===== src/rtl/pwm_seq_pkg.sv =====
// Shared constants and state encoding for the PWM duty-cycle sequencer.
package pwm_seq_pkg;

  localparam logic [7:0] SEQ_CTRL_ADDR   = 8'h40;
  localparam logic [7:0] SEQ_STEP_ADDR   = 8'h44;
  localparam logic [7:0] SEQ_LEN_ADDR    = 8'h48;
  localparam logic [7:0] SEQ_STATUS_ADDR = 8'h4C;
  localparam logic [7:0] SEQ_TABLE_BASE  = 8'h80;

  localparam logic [7:0] PASS_LIMIT      = 8'h40;
  localparam logic [7:0] PWM_DC0_ADDR    = 8'd12;
  localparam logic [7:0] PWM_DC1_ADDR    = 8'd28;

  localparam int unsigned LEN_W = 6;
  localparam int unsigned IDX_W_STATUS = 5;

  typedef enum logic [1:0] {
    ST_IDLE  = 2'd0,
    ST_WRITE = 2'd1,
    ST_WAIT  = 2'd2,
    ST_DONE  = 2'd3
  } seq_state_e;

endpackage


===== src/rtl/pwm_seq_timer.sv =====
// Loadable down-counter that paces sequencer writes; holds at zero.
module pwm_seq_timer #(
  parameter int unsigned W = 24
) (
  input  logic         clk_i,
  input  logic         rst_ni,
  input  logic         load_i,
  input  logic [W-1:0] load_val_i,
  input  logic         en_i,
  output logic         zero_o
);

  logic [W-1:0] cnt_q, cnt_d;

  // Next count: load has priority over decrement.
  always_comb begin
    cnt_d = cnt_q;
    if (load_i) begin
      cnt_d = load_val_i;
    end else if (en_i && (cnt_q != '0)) begin
      cnt_d = cnt_q - W'(1);
    end
  end

  // Counter register.
  always_ff @(posedge clk_i or negedge rst_ni) begin
    if (!rst_ni) begin
      cnt_q <= '0;
    end else begin
      cnt_q <= cnt_d;
    end
  end

  assign zero_o = (cnt_q == '0);

endmodule


===== src/rtl/pwm_seq_ctrl.sv =====
// PWM register-port arbiter plus duty-table sequencer.
// Optional interrupt support is enabled by defining PWM_SEQ_IRQ_EN.
module pwm_seq_ctrl
  import pwm_seq_pkg::*;
#(
  parameter int unsigned DEPTH  = 16,
  parameter int unsigned STEP_W = 24
) (
  input  logic        clk_i,
  input  logic        rst_ni,
  input  logic        host_re_i,
  input  logic        host_we_i,
  input  logic [7:0]  host_addr_i,
  input  logic [31:0] host_wdata_i,
  input  logic [3:0]  host_be_i,
  output logic [31:0] host_rdata_o,
  output logic        pwm_re_o,
  output logic        pwm_we_o,
  output logic [7:0]  pwm_addr_o,
  output logic [31:0] pwm_wdata_o,
  output logic [3:0]  pwm_be_o,
`ifdef PWM_SEQ_IRQ_EN
  output logic        irq_o,
`endif
  input  logic [31:0] pwm_rdata_i
);

  localparam int unsigned IDX_W = (DEPTH > 1) ? $clog2(DEPTH) : 1;

  seq_state_e                state_q, state_d;
  logic [IDX_W_STATUS-1:0]   index_q, index_d;
  logic                      done_q, done_d;
  logic                      en_q, en_d;
  logic                      loop_q, loop_d;
  logic                      chan_q, chan_d;
  logic [STEP_W-1:0]         step_q, step_d;
  logic [LEN_W-1:0]          len_q, len_d;
  logic [15:0]               tbl_q [DEPTH];
  logic [15:0]               tbl_d [DEPTH];
`ifdef PWM_SEQ_IRQ_EN
  logic                      irq_en_q, irq_en_d;
  logic                      irq_pend_q, irq_pend_d;
  logic                      irq_q, irq_d;
`endif

  logic              pass_addr, host_own, seq_wr, ctrl_wr, dis_wr, port_free;
  logic              tbl_hit;
  logic [LEN_W-1:0]  len_eff;
  logic              last;
  logic              seq_fire, tmr_load, tmr_en, tmr_zero;
  logic              wrap, to_done;
  logic [STEP_W-1:0] tmr_val;
  logic [31:0]       seq_rdata;
  logic              pend_bit, irq_en_bit;

  // Host decode and arbitration.
  always_comb begin
    pass_addr = (host_addr_i < PASS_LIMIT);
    host_own  = (host_re_i | host_we_i) & pass_addr;
    seq_wr    = host_we_i & ~pass_addr;
    ctrl_wr   = seq_wr & (host_addr_i == SEQ_CTRL_ADDR);
    dis_wr    = ctrl_wr & ~host_wdata_i[0];
    port_free = ~host_own & ~dis_wr;
    tbl_hit   = host_addr_i[7] & (host_addr_i[1:0] == 2'b00) &
                (6'(host_addr_i[6:2]) < 6'(DEPTH));
    len_eff   = (len_q > LEN_W'(DEPTH)) ? LEN_W'(DEPTH) : len_q;
    last      = ((LEN_W'(index_q) + LEN_W'(1)) >= len_eff);
    tmr_val   = (step_q == '0) ? '0 : step_q - STEP_W'(1);
  end

  // Sequencer FSM next-state; control writes override the running sequence.
  always_comb begin
    state_d  = state_q;
    index_d  = index_q;
    done_d   = done_q;
    seq_fire = 1'b0;
    tmr_load = 1'b0;
    tmr_en   = 1'b0;
    wrap     = 1'b0;
    to_done  = 1'b0;
    case (state_q)
      ST_WRITE: begin
        if (port_free) begin
          seq_fire = 1'b1;
          tmr_load = 1'b1;
          if (last) begin
            if (loop_q) begin
              index_d = '0;
              wrap    = 1'b1;
              state_d = ST_WAIT;
            end else begin
              done_d  = 1'b1;
              to_done = 1'b1;
              state_d = ST_DONE;
            end
          end else begin
            index_d = index_q + IDX_W_STATUS'(1);
            state_d = ST_WAIT;
          end
        end
      end
      ST_WAIT: begin
        tmr_en = 1'b1;
        if (tmr_zero) begin
          state_d = ST_WRITE;
        end
      end
      default: ;
    endcase
    if (ctrl_wr) begin
      if (host_wdata_i[0]) begin
        index_d = '0;
        if (len_eff == '0) begin
          done_d  = 1'b1;
          to_done = 1'b1;
          state_d = ST_DONE;
        end else begin
          done_d  = 1'b0;
          to_done = 1'b0;
          state_d = ST_WRITE;
        end
      end else begin
        state_d = ST_IDLE;
      end
    end
  end

  // Host-writable configuration registers and duty table.
  always_comb begin
    en_d   = en_q;
    loop_d = loop_q;
    chan_d = chan_q;
    step_d = step_q;
    len_d  = len_q;
    tbl_d  = tbl_q;
    if (ctrl_wr) begin
      en_d   = host_wdata_i[0];
      loop_d = host_wdata_i[1];
      chan_d = host_wdata_i[2];
    end
    if (seq_wr && (host_addr_i == SEQ_STEP_ADDR)) begin
      step_d = host_wdata_i[STEP_W-1:0];
    end
    if (seq_wr && (host_addr_i == SEQ_LEN_ADDR)) begin
      len_d = host_wdata_i[LEN_W-1:0];
    end
    if (seq_wr && tbl_hit) begin
      tbl_d[host_addr_i[IDX_W+1:2]] = host_wdata_i[15:0];
    end
  end

`ifdef PWM_SEQ_IRQ_EN
  // Interrupt pending (set beats W1C) and registered interrupt output.
  always_comb begin
    irq_en_d   = irq_en_q;
    irq_pend_d = irq_pend_q;
    if (ctrl_wr) begin
      irq_en_d = host_wdata_i[3];
    end
    if (seq_wr && (host_addr_i == SEQ_STATUS_ADDR) && host_wdata_i[2]) begin
      irq_pend_d = 1'b0;
    end
    if (to_done || wrap) begin
      irq_pend_d = 1'b1;
    end
    irq_d = irq_pend_q & irq_en_q;
  end

  assign pend_bit   = irq_pend_q;
  assign irq_en_bit = irq_en_q;
  assign irq_o      = irq_q;
`else
  assign pend_bit   = 1'b0;
  assign irq_en_bit = 1'b0;
`endif

  // State and register storage.
  always_ff @(posedge clk_i or negedge rst_ni) begin
    if (!rst_ni) begin
      state_q <= ST_IDLE;
      index_q <= '0;
      done_q  <= 1'b0;
      en_q    <= 1'b0;
      loop_q  <= 1'b0;
      chan_q  <= 1'b0;
      step_q  <= '0;
      len_q   <= '0;
      tbl_q   <= '{default: '0};
`ifdef PWM_SEQ_IRQ_EN
      irq_en_q   <= 1'b0;
      irq_pend_q <= 1'b0;
      irq_q      <= 1'b0;
`endif
    end else begin
      state_q <= state_d;
      index_q <= index_d;
      done_q  <= done_d;
      en_q    <= en_d;
      loop_q  <= loop_d;
      chan_q  <= chan_d;
      step_q  <= step_d;
      len_q   <= len_d;
      tbl_q   <= tbl_d;
`ifdef PWM_SEQ_IRQ_EN
      irq_en_q   <= irq_en_d;
      irq_pend_q <= irq_pend_d;
      irq_q      <= irq_d;
`endif
    end
  end

  // Step-interval pacing between sequencer writes.
  pwm_seq_timer #(
    .W (STEP_W)
  ) u_timer (
    .clk_i      (clk_i),
    .rst_ni     (rst_ni),
    .load_i     (tmr_load),
    .load_val_i (tmr_val),
    .en_i       (tmr_en),
    .zero_o     (tmr_zero)
  );

  // Sequencer register readback.
  always_comb begin
    seq_rdata = '0;
    case (host_addr_i)
      SEQ_CTRL_ADDR:   seq_rdata = 32'({irq_en_bit, chan_q, loop_q, en_q});
      SEQ_STEP_ADDR:   seq_rdata = 32'(step_q);
      SEQ_LEN_ADDR:    seq_rdata = 32'(len_q);
      SEQ_STATUS_ADDR: seq_rdata = 32'({index_q, 5'b0, pend_bit, done_q,
                                        (state_q == ST_WRITE) || (state_q == ST_WAIT)});
      default: begin
        if (tbl_hit) begin
          seq_rdata = 32'(tbl_q[host_addr_i[IDX_W+1:2]]);
        end
      end
    endcase
  end

  // PWM port mux: host pass-through first, then the sequencer write.
  always_comb begin
    pwm_re_o     = 1'b0;
    pwm_we_o     = 1'b0;
    pwm_addr_o   = '0;
    pwm_wdata_o  = '0;
    pwm_be_o     = '0;
    host_rdata_o = pass_addr ? pwm_rdata_i : seq_rdata;
    if (host_own) begin
      pwm_re_o    = host_re_i;
      pwm_we_o    = host_we_i;
      pwm_addr_o  = host_addr_i;
      pwm_wdata_o = host_wdata_i;
      pwm_be_o    = host_be_i;
    end else if (seq_fire) begin
      pwm_we_o    = 1'b1;
      pwm_addr_o  = chan_q ? PWM_DC1_ADDR : PWM_DC0_ADDR;
      pwm_wdata_o = {16'h0, tbl_q[index_q[IDX_W-1:0]]};
      pwm_be_o    = 4'hF;
    end
  end

endmodule


===== config.mk =====
export PLATFORM = sky130hd
export DESIGN_NAME = pwm_seq_ctrl
export DESIGN_NICKNAME = d
export VERILOG_FILES = /design/src/rtl/pwm_seq_pkg.sv /design/src/rtl/pwm_seq_timer.sv /design/src/rtl/pwm_seq_ctrl.sv
export SDC_FILE = /design/constraint.sdc
export NUM_CORES = 1
export LEC_CHECK = 0
export BUFFER_PORTS_ARGS = -buffer_cell sky130_fd_sc_hd__buf_4
export CORE_MARGIN = 2
export CORE_UTILIZATION = 35
export CTS_BUF_LIST = sky130_fd_sc_hd__clkbuf_8
export DETAILED_ROUTE_END_ITERATION = 10
export GPL_ROUTABILITY_DRIVEN = 0
export GPL_TIMING_DRIVEN = 0
export SLEW_MARGIN = 0
export SYNTH_ARGS = -nofsm -noshare
export SYNTH_HDL_FRONTEND = slang
export SYNTH_SLANG_ARGS = --single-unit
export TNS_END_PERCENT = 20

===== constraint.sdc =====
create_clock -name clk_i -period 3.8 [get_ports clk_i]
set_input_delay 0.19 -clock clk_i [delete_from_list [all_inputs] [get_ports clk_i]]
set_output_delay 0.19 -clock clk_i [all_outputs]
set_load 0.1 [all_outputs]

==> impl_metrics.csv <==
group,metric,value,unit
synth,synthMuxAreaShare,0.386,
die,die_area,0.0532,mm^2
clock_tree,clockRootBuffer,"clkbuf_8",
route,vias,12900,
sta,fin_crit_sh,0.982,
sta,tightest_slew,1.40,ns
pwr,p_leak,9.84,nW
setup_path,worstPathRequired,3.61,ns
final_layout,syn2layout_area_growth,19.6,%
placed_design,hpwlAfterDp,40200,um
sta,hold_ws,0.0623,ns
synth,synth_seq_cells,321,
setup_path,crit_end,"pwm_wdata_o[0]",
pwr,power_frac_comb,0.308,
synth,ys_warn_count,0,
pwr,switching_share,0.358,
die,die_w,231,um
global_routing,grt_pass1_wl,86400,um
die,die-height,231,um
pwr,p_per_area,502,mW/mm^2
clock_tree,h-tree-depth,2,
clock_tree,cts_buffers,56,
setup_path,cp-start-kind,"register",
setup_path,critical-path-top-delay-family,"buffers and inverters",
sta,timing.final.crit_period,3.73,ns
pwr,netSwitchingPower,0.00387,W
synth,synth_simple_gate_area_frac,0.0681,
setup_path,reg2reg_to,"index_q[3]",
route,ant_nets,0,
final_layout,layout-drive-gt1-share,0.461,
global_routing,overflow,0,
route,wl,58200,um
synth,synth_area_leaders,"dfrtp_1 (45%), mux4_2 (20%), mux2_2 (18%)",
setup_path,crit_arrival,3.54,ns
synth,synth-adder-area-share,0.00765,
pwr,intPower,0.00693,W
synth,synth_top_area_frac,0.446,
setup_path,crit_path_start,"index_q[1]",
setup_path,cpPeakStageDelay,0.92,ns
flow_run,maxCapViolations,0,
setup_path,critPathMaxFanout,10,
synth,synth_top_family_by_area,"multiplexers",
synth,synth_edf_count,0,
setup_path,worstRegToRegCells,11,
outcome,outcome,"finished clean",
pwr,ir_drop,0.000308,V
setup_path,reg2reg_slack,0.37,ns
global_routing,antenna_found_initial,1,
synth,avgSynthCellArea,14.0,um^2
setup_path,cp-end-kind,"output pin",
sta,fin_tns_setup,0,ns
route,dr.pass1.iters,5,
global_routing,grt_usage,0.221,
setup_path,cp_num_cells,6,
clock_tree,insertion_delay,0.67,ns
sta,drv_slew,0,
pwr,clockPowerShare,0.323,
clock_tree,clkTransAtPathRegs,0.06,ns
sta,maxSlewHeadroom,0.0694,
synth,ys_async_sr_fraction,1.00,
sta,setup_violations,0,
sta,hold_viol_final,0,
route,vias_per_cell,5.74,
pwr,sequentialPowerShare,0.369,
sta,max_freq,268,MHz
route,drt_iter0_drc,1052,
synth,synth_compound_area_frac,0.0468,
sta,rsz0062_at_grt,"no",
final_layout,nNetsFinal,1605,
route,drc,0,
synth,yosysTopAreaCell,"dfrtp_1",
synth,synth_xor_xnor_area_share,0.0190,
global_routing,grt_max_degree,85,
setup_path,path_buf_inv,3,
synth,syn_inst,1284,
min_path,worstHoldPathType,"primary input to register",
synth,yosysUniqueCellTypes,60,
setup_path,path_cells,"clkbuf_1, clkbuf_1, mux4_2, mux4_2, a22o_1, buf_4",
final_layout,fillers,4774,
setup_path,crit_path_top_delay_cell,"clkbuf_1",
route,routedWlPerCell,26.0,um
setup_path,critPathKind,"register to output pin",
die,start_util,0.352,
clock_tree,cts_sinks,321,
die,core-area,0.0511,mm^2
sta,clock_skew,0.0165,ns
clock_tree,cts_tree,"built",
die,io_pins,158,
synth,synth-main-ff-cell,"dfrtp_1",
placed_design,numPortBuffers,146,
global_routing,grt_pass1_vias,13400,
synth,yosysSeqAreaShare,0.446,
synth,syn_area,0.0180,mm^2
clock_tree,clockBufferDepth,3,
setup_path,r2r_start,"index_q[1]",
die,rows,83,
-- worst register-to-register path, delay by kind of cell (launching register included) --
| family | cells | cell delay (ns) |
|---|---|---|
| AO/OA/AOI/OAI | 3 | 0.95 |
| XOR/XNOR | 1 | 0.27 |
| adder cells (fa/ha/maj) | 1 | 0.29 |
| buffers and inverters | 3 | 0.97 |
| flip-flops | 1 | 0.34 |
| AND/OR/NAND/NOR | 3 | 0.48 |
-- cell usage after synthesis, drive strengths merged, types with 4 or more instances --
cell type  instances
dfrtp            321
a21oi             12
nor3b              4
a211oi             4
xor2              15
nor4              12
or4                5
or3                9
nand4              7
nand2b             5
nor3              22
mux4             161
nor2b             10
a22oi              8
a221o             10
nor2              39
clkbuf            78
buf               31
and2              30
mux2i              8
o21ai              8
ha                11
mux2             288
inv                8
nand3             11
nand2             64
a22o              28
o22ai             18
xnor2             24
-- worst min-delay path by stage --
stage,start,end,slack (ns),cells after the start
floorplan,rst_ni,chan_q,-0.11,0
global placement,host_wdata_i[20],step_q[20],0.43,2
CTS,host_wdata_i[2],tbl_q[194],0.02,2
finish,host_wdata_i[2],tbl_q[194],0.06,2
global route,host_wdata_i[2],tbl_q[210],0.08,2
detailed placement,rst_ni,step_q[4],0.24,1
-- repair_timing --
item / 4_1_cts / 5_1_grt
setup buffers: 0 / 0
pin swaps: 0 / 0
setup endpoints to repair: 23 / 22
gates cloned: 0 / 0
hold buffers: 22 / 0
endpoints found under the hold margin: 166 / 0
gates resized for setup: 24 / 13
-- cell usage in the layout (no fill, tap or decap), drive strengths merged, types with 24 or more instances in the layout --
| cell | Yosys | layout |
|---|---|---|
| a22o | 28 | 28 |
| nand2 | 64 | 64 |
| xnor2 | 24 | 24 |
| and2 | 30 | 30 |
| clkbuf | 78 | 153 |
| mux4 | 161 | 161 |
| mux2 | 288 | 288 |
| nor2 | 39 | 39 |
| inv | 8 | 29 |
| dfrtp | 321 | 321 |
| buf | 31 | 178 |
-- cells by family (layout without fill, tap and decap cells) --
group           count (synthesis)  after routing
mux                           457            457
flops                         321            321
simple gates                  229            229
buf+inv                       117            391
compound gates                108            108
xor+xnor                       39             39
fa+ha+maj                      11             11
other cells                     2              4
-- through the flow --
stage	power [W]	worst slack (ns)	area [um^2]	utilization	std cells
floorplan	0.00626	0.641	18000	-	1285
global placement	0.00724	-0.547	19900	0.390	2111
detailed placement	0.00730	-0.374	20000	0.392	2114
CTS	0.0108	0.00278	21500	0.422	2239
global route	0.0112	0.00102	21500	0.421	2239
finish	0.0108	0.0703	21500	0.421	2240
-- layer usage --
| metal | part of all wire | routed length [um] | GRT usage | up-vias |
|---|---|---|---|---|
| met5 | 0 | 0 | 0 | - |
| met1 | 0.42 | 24200 | 0.288 | 6756 |
| li1 | - | - | - | 5424 |
| met3 | 0.072 | 4190 | 0.0466 | 146 |
| met4 | 0.041 | 2360 | 0.0911 | 0 |
| met2 | 0.47 | 27500 | 0.359 | 530 |
-- flip-flops by register name, summed over array words and instances (netlist names) --
name           count
done_q             1
state_q            2
chan_q             1
len_q              6
tbl_q            256
en_q               1
u_timer.cnt_q     24
step_q            24
loop_q             1
index_q            5
-- power by group through the flow --
stage	combinational, W	sequential (W)	clock, W
final	0.00332	0.00399	0.00349
after floorplan	0.00230	0.00396	0
after global routing	0.00352	0.00403	0.00367
after global placement	0.00322	0.00402	0
after CTS	0.00332	0.00398	0.00354
after detailed placement	0.00326	0.00404	0
-- layout make-up --
type                       instances  area (um^2)  share of cell area
multi-input combinational        847         9510               0.442
sequential                       321         8030               0.373
timing repair buffer             171         1410              0.0653
clock buffer                      74         1020              0.0473
tap                              680          851              0.0395
buffer                           109          459              0.0213
clock inverter                    29          209             0.00971
inverter                           8         30.0             0.00140
antenna                            1         2.50            0.000116
No activity file was read; power rests on OpenSTA's default activity.
